$ cat config.mk
export PLATFORM = sky130hd
export DESIGN_NAME = vga_vram_arbiter
export DESIGN_NICKNAME = d
export VERILOG_FILES = /design/src/rtl/vga_vram_arbiter.sv
export SDC_FILE = /design/constraint.sdc
export NUM_CORES = 1
export LEC_CHECK = 0
export CORE_MARGIN = 4
export CORE_UTILIZATION = 25
export CTS_BUF_LIST = sky130_fd_sc_hd__clkbuf_8
export DETAILED_ROUTE_END_ITERATION = 10
export GPL_ROUTABILITY_DRIVEN = 1
export GPL_TIMING_DRIVEN = 0
export MAX_ROUTING_LAYER = met4
export PLACE_DENSITY = 0.68
export SLEW_MARGIN = 20
export SYNTH_ARGS = -nofsm -noshare
export SYNTH_HDL_FRONTEND = slang
export SYNTH_SLANG_ARGS = --single-unit
$ cat constraint.sdc
create_clock -name clock_25mhz -period 4.3 [get_ports clock_25mhz]
set_clock_uncertainty 0.1 [all_clocks]
set_input_delay 0.86 -clock clock_25mhz [delete_from_list [all_inputs] [get_ports clock_25mhz]]
set_output_delay 0.86 -clock clock_25mhz [all_outputs]
set_load 0.02 [all_outputs]
$ cat src/rtl/vga_vram_arbiter.sv
// -----------------------------------------------------------------------------
// vga_vram_arbiter
//
// Shares one single-port synchronous VRAM between VGA scanout and a CPU-side
// req/ack requester. Scanout reads the 320x240 framebuffer at half resolution.
// Each framebuffer pixel is doubled in x and in y. Scanout has absolute
// priority: every even-x cycle inside the active area is a video slot. All
// other cycles (odd x and all blanking) are available to the CPU port.
//
// Ports
//   clock_25mhz      : pixel clock, only clock
//   reset_n          : synchronous active-low reset
//   x, y             : current pixel coordinates from vga_driver
//   hsync, vsync     : active-low syncs from vga_driver
//   in_active_area   : visible-area flag from vga_driver
//   pixel            : pixel value, 0 outside the active area
//   hsync_out,
//   vsync_out,
//   active_out       : timing inputs delayed 2 cycles, aligned with pixel
//   vram_addr        : VRAM address (combinational)
//   vram_we          : VRAM write enable (combinational)
//   vram_wdata       : VRAM write data (combinational)
//   vram_rdata       : VRAM read data, valid 1 cycle after the address
//   cpu_req          : CPU request, held with cpu_we/addr/wdata until cpu_ack
//   cpu_we           : 1 = write, 0 = read
//   cpu_addr         : linear framebuffer address
//   cpu_wdata        : CPU write data
//   cpu_rdata        : CPU read data, valid while cpu_ack is high
//   cpu_ack          : one-cycle completion pulse (grant + 2 cycles)
// -----------------------------------------------------------------------------
module vga_vram_arbiter #(
  parameter int DATA_WIDTH = 8,
  parameter int FB_WIDTH   = 320,
  parameter int FB_HEIGHT  = 240
) (
  input  logic                  clock_25mhz,
  input  logic                  reset_n,
  input  logic [9:0]            x,
  input  logic [9:0]            y,
  input  logic                  hsync,
  input  logic                  vsync,
  input  logic                  in_active_area,
  output logic [DATA_WIDTH-1:0] pixel,
  output logic                  hsync_out,
  output logic                  vsync_out,
  output logic                  active_out,
  output logic [16:0]           vram_addr,
  output logic                  vram_we,
  output logic [DATA_WIDTH-1:0] vram_wdata,
  input  logic [DATA_WIDTH-1:0] vram_rdata,
  input  logic                  cpu_req,
  input  logic                  cpu_we,
  input  logic [16:0]           cpu_addr,
  input  logic [DATA_WIDTH-1:0] cpu_wdata,
  output logic [DATA_WIDTH-1:0] cpu_rdata,
  output logic                  cpu_ack
);

  localparam logic [16:0] FB_SIZE = 17'(FB_WIDTH * FB_HEIGHT);

  typedef enum logic [1:0] {
    ST_IDLE = 2'd0,
    ST_WAIT = 2'd1,
    ST_ACK  = 2'd2
  } cpu_state_t;

  // Framebuffer address of a screen coordinate. Both coordinates are halved
  // because each framebuffer pixel covers a 2x2 block on screen. The default
  // 320-wide row is built from shifts and adds: 320 = 256 + 64.
  function automatic logic [16:0] fb_addr(input logic [9:0] sx, input logic [9:0] sy);
    logic [16:0] xa;
    logic [16:0] ya;
    xa = 17'(sx >> 1);
    ya = 17'(sy >> 1);
    if (FB_WIDTH == 320) begin
      fb_addr = (ya << 8) + (ya << 6) + xa;
    end else begin
      fb_addr = 17'(ya * 17'(FB_WIDTH)) + xa;
    end
  endfunction

  // Slot decode and CPU-side qualifiers
  logic        video_slot_s;
  logic [16:0] video_addr_s;
  logic        in_range_s;
  logic        grant_s;

  // FSM
  cpu_state_t  state_r;
  cpu_state_t  state_next_s;

  // Transaction attributes captured at grant, used in WAIT
  logic        txn_we_r;
  logic        txn_in_range_r;

  // Timing pipeline (2 stages) and pixel path
  logic        hsync_d1_r;
  logic        hsync_d2_r;
  logic        vsync_d1_r;
  logic        vsync_d2_r;
  logic        active_d1_r;
  logic        active_d2_r;
  logic        video_slot_d1_r;
  logic [DATA_WIDTH-1:0] pixel_r;
  logic [DATA_WIDTH-1:0] cpu_rdata_r;
  logic        cpu_ack_r;

  assign video_slot_s = in_active_area && (x[0] == 1'b0);
  assign video_addr_s = fb_addr(x, y);
  assign in_range_s   = (cpu_addr < FB_SIZE);

  // CPU FSM next-state logic; a grant only happens in IDLE on a CPU slot
  always_comb begin
    state_next_s = state_r;
    grant_s      = 1'b0;
    case (state_r)
      ST_IDLE: begin
        if (cpu_req && !video_slot_s) begin
          grant_s      = 1'b1;
          state_next_s = ST_WAIT;
        end else begin
          state_next_s = ST_IDLE;
        end
      end
      ST_WAIT: state_next_s = ST_ACK;
      ST_ACK:  state_next_s = ST_IDLE;
      default: state_next_s = ST_IDLE;
    endcase
  end

  // VRAM port mux: video slot first, then CPU grant, otherwise an idle port
  always_comb begin
    vram_addr  = 17'd0;
    vram_we    = 1'b0;
    vram_wdata = {DATA_WIDTH{1'b0}};
    if (video_slot_s) begin
      vram_addr = video_addr_s;
    end else if (grant_s) begin
      vram_addr  = cpu_addr;
      vram_we    = cpu_we && in_range_s;
      vram_wdata = cpu_wdata;
    end else begin
      vram_addr  = 17'd0;
      vram_we    = 1'b0;
      vram_wdata = {DATA_WIDTH{1'b0}};
    end
  end

  // CPU FSM state register
  always_ff @(posedge clock_25mhz) begin
    if (!reset_n) begin
      state_r <= ST_IDLE;
    end else begin
      state_r <= state_next_s;
    end
  end

  // Capture read/write kind and range at grant; the requester holds its
  // inputs, but the captured copy keeps WAIT independent of that.
  always_ff @(posedge clock_25mhz) begin
    if (!reset_n) begin
      txn_we_r       <= 1'b0;
      txn_in_range_r <= 1'b0;
    end else if (grant_s) begin
      txn_we_r       <= cpu_we;
      txn_in_range_r <= in_range_s;
    end else begin
      txn_we_r       <= txn_we_r;
      txn_in_range_r <= txn_in_range_r;
    end
  end

  // Read data return: VRAM data arrives in WAIT; out-of-range reads return 0
  always_ff @(posedge clock_25mhz) begin
    if (!reset_n) begin
      cpu_rdata_r <= {DATA_WIDTH{1'b0}};
    end else if ((state_r == ST_WAIT) && !txn_we_r) begin
      cpu_rdata_r <= txn_in_range_r ? vram_rdata : {DATA_WIDTH{1'b0}};
    end else begin
      cpu_rdata_r <= cpu_rdata_r;
    end
  end

  // Ack flop: high exactly in the cycle the FSM sits in ACK
  always_ff @(posedge clock_25mhz) begin
    if (!reset_n) begin
      cpu_ack_r <= 1'b0;
    end else begin
      cpu_ack_r <= (state_next_s == ST_ACK);
    end
  end

  // Two-stage timing pipeline; reset values are the inactive levels
  always_ff @(posedge clock_25mhz) begin
    if (!reset_n) begin
      hsync_d1_r      <= 1'b1;
      hsync_d2_r      <= 1'b1;
      vsync_d1_r      <= 1'b1;
      vsync_d2_r      <= 1'b1;
      active_d1_r     <= 1'b0;
      active_d2_r     <= 1'b0;
      video_slot_d1_r <= 1'b0;
    end else begin
      hsync_d1_r      <= hsync;
      hsync_d2_r      <= hsync_d1_r;
      vsync_d1_r      <= vsync;
      vsync_d2_r      <= vsync_d1_r;
      active_d1_r     <= in_active_area;
      active_d2_r     <= active_d1_r;
      video_slot_d1_r <= video_slot_s;
    end
  end

  // Pixel register. active_d1_r becomes active_out on this same edge, so
  // clearing on it keeps pixel at 0 whenever active_out is 0. A video read
  // lands one cycle after its slot and is then held for the odd-x cycle.
  always_ff @(posedge clock_25mhz) begin
    if (!reset_n) begin
      pixel_r <= {DATA_WIDTH{1'b0}};
    end else if (!active_d1_r) begin
      pixel_r <= {DATA_WIDTH{1'b0}};
    end else if (video_slot_d1_r) begin
      pixel_r <= vram_rdata;
    end else begin
      pixel_r <= pixel_r;
    end
  end

  assign pixel      = pixel_r;
  assign hsync_out  = hsync_d2_r;
  assign vsync_out  = vsync_d2_r;
  assign active_out = active_d2_r;
  assign cpu_rdata  = cpu_rdata_r;
  assign cpu_ack    = cpu_ack_r;

endmodule

Word-level counts from Yosys, hierarchy flattened
Cells that the tools add are included.
{ "totals": {"regBits": 28, "in_bits": 60, "out_inout_bits": 46, "wordCells": 38} }
{ "op_classes": {"n_addsub": 2, "n_lt_le_gt_ge": 1, "n_eq_ne": 2, "mux": 11, "bitwise": 1, "n_reduce_logical": 8} }
{ "ops": {"columns": ["cell", "n"], "rows": [
  ["two-way mux 17 bit", 2],
  ["two-way mux 8 bit", 3],
  ["adder 17 x 15 -> 17 bit", 1],
  ["adder 17 x 9 -> 17 bit", 1],
  ["< comparator 17 bit (second input constant)", 1],
  ["two-way mux 1 bit", 5],
  ["logical AND 1 bit", 4],
  ["case mux 2 bit (2 select lines)", 1],
  ["== test 2 x 1 -> 1 bit (second input constant)", 1],
  ["== test 2 bit (second input constant)", 1],
  ["zero test 1 bit", 2],
  ["zero test 2 bit", 1],
  ["AND reduction 2 bit", 1],
  ["inverter 1 bit", 1]
]} }

Longest topological paths before layout
Gate-level depths: netlist (run 1).
{ "logic_depth": {"word_depth": 8, "mapped_depth": 9} }

Least setup slack after synthesis (run 1)
Ideal clock, no wire load.
{ "synth_path": {"path_type": "input to output", "from": "input y[1]", "to": "output vram_addr[12]", "t_arrival_ns": 2.973, "required_time_ns": 3.340, "setup_slack_ns": 0.367, "stages": 9, "path_buffers": 0, "cell_sequence": "inv_1 > fa_1 > inv_1 > ha_1 > a211oi_1 > o21bai_1 > a21oi_1 > xor2_1 > o21ai_0"} }
{ "synth_between": {"elab_chain_len": 3} }
{ "synth_lines": {"columns": ["element", "line", "source"], "rows": [
  ["start: declaration", "39", "input logic [9:0] y,"],
  ["adder 17 x 15 -> 17 bit", "76", "fb_addr = (ya << 8) + (ya << 6) + xa;"],
  ["adder 17 x 9 -> 17 bit", "76", null],
  ["two-way mux 17 bit", "136", "if (video_slot_s) begin"],
  ["end: declaration", "47", "output logic [16:0] vram_addr,"]
]} }
No other way between the ends.

Final worst setup path (run 1)
{ "layout_path": {"from": "input y[2]", "to": "output vram_addr[13]"} }
Same word-level chain as after synthesis.

==> metrics.md, run 1 <==
| Metric | Value |
|---|---|
| Outcome | finished, final reports clean |
| Worst R2R Setup Slack | 2830 ps |
| Initial antenna violation count | 0 |
| Maximum clock insertion buffer count | 2 |
| Fin crit share | 0.9852 |
| Worst hold endpoint | vsync_out |
| Final-report hold violation count | 0 |
| Required time of the worst setup path | around 3300 ps |
| Final WL | 5347 um |
| Fillcell total | approximately 660 |
| Psw | ~0.22 mW |
| GP Congestion | roughly 0.75 |
| Nets | 394 |
| CP Class | primary input to output pin |
| Post-synth top flop | dfxtp_1 |
| Seq/Total Area, Yosys | 0.3081 |
| DRT iter0 DRCs | 56 |
| Max Cap Viol | 0 |
| Synth top area share | 0.3081 |
| Power share of the clock group | 0.204 |
| CTS H-Tree Depth | 1 |
| Routed vias | about 1800 |
| Global-route wire length before repair | approximately 9000 um |
| Hold Crit Depth | 1 |
| Startpoint types | primary input |
| Area Growth Syn to Fin | 73.32% |
| Worst min path class | flop to flop |
| Worst vdd ir | ~0.00020 V |
| Vias in the first global route | 1881 |
| Count leader, synth | dfxtp_1 |
| Hpwl dp | ~4300 um |
| Largest driver fanout on the critical path | 3 |
| Int Power | between 0.4 and 0.5 mW |
| Antenna-violating nets left | 0 |
| FMAX | roughly 240 MHz |
| Top cells by area, synth | dfxtp_1 (31%), ha_1 (12%), mux2i_1 (6.3%), a22o_1 (4.5%), nand2_1 (3.9%) |
| Ant diodes | 0 |
| Mapped Nets | 281 |
| Seq pwr share | 0.372 |
| Crit path DAT | 3280 ps |
| Mapped cell area | 1754 um^2 |
| Root Driver | clkbuf_8 |
| Synth unique cells | 39 |
| Initial Util | 0.2582 |
| Largest stage delay, worst path | roughly 440 ps |
| Chip width | between 90 and 100 um |
| GRT Util Overall | 0.1273 |
| RSZ-0062 raised after global routing | no |
| Multi-input logic area | between 1000 and 1500 um^2 |
| TritonCTS clock tree | built |
| #FFs+latches synth | 27 |
| Synth cell count leaders | dfxtp_1 (27), nand2_1 (18), ha_1 (17) |
| Logic pwr share | 0.425 |
| Die area | 8421 um^2 |
| I/O pin total | between 100 and 150 |
| Reg2Reg Depth | 4 |
| Cell breakdown of the critical path | clkdlybuf4s50_1 > ha_1 > ha_1 > inv_1 > fa_2 > nand2b_4 > a21oi_4 > o21a_1 > or3_1 > a32o_1 > buf_6 |
| Min-delay src | vsync_d1_r |
| Clk sinks | 27 |
| Final setup viols | 0 |
| FF-to-FF Start | state_r[0] |
| Drt pass-1 iters | 4 |
| Die height | 91.77 um |
| Site row count | 30 |
| WHS | roughly 310 ps |
| Dpl cells | between 400 and 500 |
| Leakage dissipation | between 1 and 1.5 nW |
| Share of cells above drive strength 1 | 0.09236 |
| Final core utilization | 0.4475 |
| Slew headroom | 0.6092 |
| Post-CTS Hold Fix Bufs | 0 |
| CORE AREA | between 6000 and 7000 um^2 |
| Crit end category | output pin |
| Reg2reg end | cpu_rdata[4] |
| Worst skew pair latency | ~270 ps |
| Cell mode on critical path | ha_1 |
| Yosys warning total | 0 |
| Register area | about 540 um^2 |
| Asr flop ratio synth | 0 |
| Largest net degree at the start of global routing | 16 |
| Minimum clock period | between 4000 and 5000 ps |
| Worst-margin pin slew | roughly 590 ps |
| Clk pin slew, worst setup/hold paths | approximately 90 ps |
| Number of vias per cell | between 4 and 5 |
| Post-Syn Instances | between 200 and 250 |
| GRT Residual Overflow | 0 |
| Synthesized area per cell | roughly 8.7 um^2 |
| Crit-path slowest cell | clkdlybuf4s50_1 |
| DRC viols | 0 |
| Port buffer count | roughly 100 |
| Avg WL per Cell | ~13 um |
| Sw frac | 0.3171 |
| Number of enable flip-flop cells after synthesis | 0 |
| Pins Over Slew Limit | 0 |
| Final cell count without fillers | just over 400 |
| Cell Pwr Density | approximately 230 nW/um^2 |
| CTS buffer count | 3 |
| Cell taking the most area after synthesis | dfxtp_1 |
==> worst max-delay path: cells and delay by family <==
family                   cells  cell delay (ps)
adder cells (fa/ha/maj)      3              760
AND/OR/NAND/NOR              2              440
AO/OA/AOI/OAI                3              540
buffers and inverters        3              670
==> kinds of logic after synthesis <==
family | count (synthesis) | share of synthesized area
AOI/OAI and AO/OA | 49 | 0.1954
xor gates and xnor gates | 2 | 0.009988
adders and majority gates | 19 | 0.1441
buffers and inverters | 19 | 0.05064
DFF | 27 | 0.3081
muxes | 11 | 0.06277
and+or+nand+nor | 75 | 0.2290
==> stage by stage <==
step / TNS (ps) / total power [mW] / area [um^2] / setup slack [ps]
finish: 0 / 0.6984 / 3040 / 63.74
global route: 0 / 0.7396 / 3040 / 6.253
CTS: -103.8 / 0.6932 / 3004 / -94.04
detailed placement: -3067 / 0.5449 / 2915 / -565.5
global placement: -3069 / 0.5418 / 2915 / -576.1
floorplan: 0 / 0.4112 / 1754 / 366.7
==> power by group through the flow <==
stage,combinational (mW),clock (mW),sequential (mW)
floorplan,0.143,0,0.268
global placement,0.276,0,0.265
detailed placement,0.279,0,0.266
CTS,0.287,0.146,0.260
global route,0.322,0.157,0.261
finish,0.297,0.142,0.260
==> layout make-up <==
type	count	share of cell area
well taps	96	0.03951
plain buffers	9	0.01687
repair buffers	108	0.3535
flip-flops and latches	27	0.1778
multi-input cells	156	0.3848
clock inverters	1	0.001646
clock buffers	3	0.01358
inverters	10	0.01235
==> repair_timing <==
action                     CTS  global route
buffers inserted             3             1
pin swaps                    2            10
resized for setup           31            14
setup endpoints to repair    8             8
==> cell usage in the layout, fill, tap and decap left out, types with 3 or more instances in the layout <==
| master | count |
|---|---|
| clkbuf_1 | 4 |
| nor2_1 | 15 |
| o21ai_0 | 7 |
| nand2b_1 | 6 |
| ha_1 | 16 |
| a21boi_0 | 8 |
| buf_4 | 3 |
| and2_1 | 10 |
| o21ai_1 | 3 |
| mux2i_1 | 11 |
| a22o_1 | 9 |
| a21oi_1 | 7 |
| nand2_1 | 18 |
| nor2b_1 | 5 |
| clkbuf_8 | 3 |
| dfxtp_1 | 27 |
| inv_2 | 3 |
| nand3_1 | 9 |
| a32o_1 | 3 |
| inv_1 | 7 |
| clkdlybuf4s50_1 | 93 |
| nor3_1 | 3 |
| buf_6 | 6 |
| dlygate4sd2_1 | 4 |
==> worst max-delay path by stage <==
stage / start / end / slack [ps]
after detailed placement: y[1] / vram_addr[12] / -570
after floorplan: y[1] / vram_addr[12] / 370
final: y[2] / vram_addr[13] / 60
after global routing: y[2] / vram_addr[13] / 6
after CTS: x[9] / vram_addr[12] / -90
after global placement: y[1] / vram_addr[12] / -580
==> layer usage <==
layer | track usage | up-vias | routed length [um]
met1 | 0.1588 | 831 | 2412
met2 | 0.2130 | 77 | 2470
li1 | - | 938 | -
met3 | 0.03938 | 2 | 455
met4 | 0.007426 | 0 | 8
met5 | - | - | 0
(Power assumes the default switching activity.)
==> run 2, diff against run 1 <==
DONT_BUFFER_PORTS = 1   (was not set)
PLACE_DENSITY = 0.48   (was 0.68)
SLEW_MARGIN = not set   (was 20)
==> run 2 against run 1 <==
Against the previous run:
- highest routed layer unchanged
- register-to-register slack worse by 80 ps
- sequential power hardly changed
- combinational power is 42% lower
- first-iteration DRC count is 20% lower
- sequential cell count stayed put
- clock power hardly changed
- worst hold slack better by 1.1 ps
- setup slack better by 260 ps
- non-clock buffer count is 108 lower
- via count is 21% lower
- count of clock-buffer cells in the layout stayed put
- die area stayed put
==> metrics.md, run 2 (synthesized netlist as in run 1, its figures left out) <==
| Metric | Value |
|---|---|
| Clk sinks | 27 |
| Slew headroom | 0.5376 |
| Root Driver | clkbuf_8 |
| Final-report hold violation count | 0 |
| Most common cell after layout, fill and taps aside | dfxtp_1 |
| Ant diodes | 0 |
| Fin worst setup slack | around 330 ps |
| Final WL | 4818 um |
| Initial antenna violation count | 0 |
| Post-CTS Hold Fix Bufs | 0 |
| DRT iter0 DRCs | 45 |
| Largest driver fanout on the critical path | 3 |
| Largest net degree at the start of global routing | 16 |
| Area Growth Syn to Fin | 9.486% |
| Nets | 286 |
| CORE AREA | 6794 um^2 |
| CTS resizes | 0 |
| RSZ-0062 raised after global routing | no |
| TritonCTS clock tree | built |
| Maximum clock insertion buffer count | 2 |
| Number of vias per cell | between 4 and 5 |
| Minimum clock period | 3972 ps |
| Initial Util | 0.2582 |
| Worst vdd ir | 0.0002014 V |
| Final cell count without fillers | a little over 300 |
| Tot Pwr | about 0.58 mW |
| Port buffer count | 0 |
| GP Congestion | around 0.81 |
| Crit end category | output pin |
| Hpwl dp | about 4000 um |
| I/O pin total | 106 |
| Clk pin slew, worst setup/hold paths | roughly 90 ps |
| Antenna-violating nets left | 0 |
| Worst slack at placement | 128.5 ps |
| Crit path DAT | 3010 ps |
| Dpl cell area | 1874 um^2 |
| Reg2Reg Depth | 4 |
| Largest stage delay, worst path | 600 ps |
| Worst min path class | flop to flop |
| Max Cap Viol | 0 |
| Dpl cells | just under 300 |
| Reg2reg end | cpu_rdata[1] |
| Routed vias | 1461 |
| Final setup viols | 0 |
| Worst-margin pin slew | about 700 ps |
| Drt pass-1 iters | 4 |
| DRC viols | 0 |
| Startpoint types | primary input |
| CP Class | primary input to output pin |
| Leakage dissipation | 0.7639 nW |
| Pins Over Slew Limit | 0 |
| Crit-path slowest cell | fa_1 |
| Worst R2R Setup Slack | between 2000 and 3000 ps |
| Share of cells above drive strength 1 | 0.05340 |
| GRT Util Overall | 0.1181 |
| Die area | about 8400 um^2 |
| Die height | roughly 92 um |
| Min-delay src | hsync_d1_r |
| Cell breakdown of the critical path | inv_1 > fa_1 > inv_1 > ha_1 > a211oi_1 > o21bai_1 > a21oi_1 > xor2_1 > o21ai_1 |
| CTS H-Tree Depth | 1 |
| Commonest non-fill, non-tap cells in the layout | dfxtp_1 (27), nand2_1 (18), ha_1 (17), nor2_1 (15), mux2i_1 (11) |
| Chip width | 91.77 um |
| Worst hold endpoint | hsync_out |
| Setup Buffers After CTS | 0 |
| Hold Crit Depth | 1 |
| Cell Pwr Density | around 300 nW/um^2 |
| Site row count | 30 |
| Final setup TNS | 0 ps |
| FF-to-FF Start | state_r[1] |
| Outcome | finished, final reports clean |
| Cell mode on critical path | inv_1 |
| Required time of the worst setup path | approximately 3300 ps |
| Global-route wire length before repair | just under 8000 um |
| Post-route cell area | 1921 um^2 |
| GRT Residual Overflow | 0 |
| Vias in the first global route | roughly 1600 |
| CTS buffer count | 3 |
| FMAX | between 200 and 300 MHz |
| Avg WL per Cell | around 16 um |
| Fin crit share | 0.9237 |
| Worst skew pair latency | around 270 ps |
## run 2: cell count changes in the layout (fill, tap and decap cells not counted), moves of 2 or more
cell / delta
inv_1: +3
dlygate4sd2_1: -4
inv_2: -3
clkdlybuf4s50_1: -93
buf_6: -4
buf_4: -3
dlymetal6s2s_1: -2
## run 2: per-layer routing
metal | vias up | global-route usage | routed length (um)
met5 | - | - | 0
met4 | 0 | 0.02599 | 33
met3 | 4 | 0.03445 | 457
met2 | 56 | 0.1942 | 2266
met1 | 679 | 0.1437 | 2061
li1 | 722 | - | -
## run 2: area by class of cell
class | count | area [um^2]
fill | 744 | 4873
clock buffer | 3 | 41.29
inverter | 10 | 37.54
tap | 96 | 120.1
sequential | 27 | 540.5
clock inverter | 1 | 5.005
buffer | 9 | 51.30
multi-input combinational | 156 | 1125
## run 2: power breakdown
group / internal (mW) / total (mW) / switching, mW
Combinational: 0.0632 / 0.172 / 0.109
Clock: 0.0649 / 0.142 / 0.0774
Sequential: 0.256 / 0.263 / 0.00716
Total: 0.384 / 0.578 / 0.193
## run 2: worst max-delay path by stage
stage          slack [ps]            end  start  cells past startpoint
2_1_floorplan         370  vram_addr[12]   y[1]                      9
3_3_place_gp          150  vram_addr[12]   y[1]                      9
3_5_place_dp          130  vram_addr[12]   y[1]                      9
4_1_cts               120  vram_addr[12]   y[1]                      9
5_1_grt               130  vram_addr[16]   y[1]                      9
6_report              330  vram_addr[12]   y[1]                      9
## run 2: through the flow
stage / hold slack [ps] / util
after floorplan: 286.3 / -
after global placement: 289.7 / 0.2759
after detailed placement: 298.0 / 0.2759
after CTS: 314.2 / 0.2827
after global routing: 337.2 / 0.2827
final: 312.3 / 0.2827
## run 2: worst max-delay path, delay by kind of cell
family | cells | cell delay, ps
adders and majority gates | 2 | 900
buffers and inverters | 2 | 100
xor gates and xnor gates | 1 | 80
AOI/OAI and AO/OA | 4 | 1070
==> run 3, diff against run 2 <==
CTS_BUF_LIST = sky130_fd_sc_hd__clkbuf_2 sky130_fd_sc_hd__clkbuf_4 sky130_fd_sc_hd__clkbuf_8   (was sky130_fd_sc_hd__clkbuf_8)
==> results of run 3 <==
No change in the layout: final DEF, timing and power equal those of run 2.
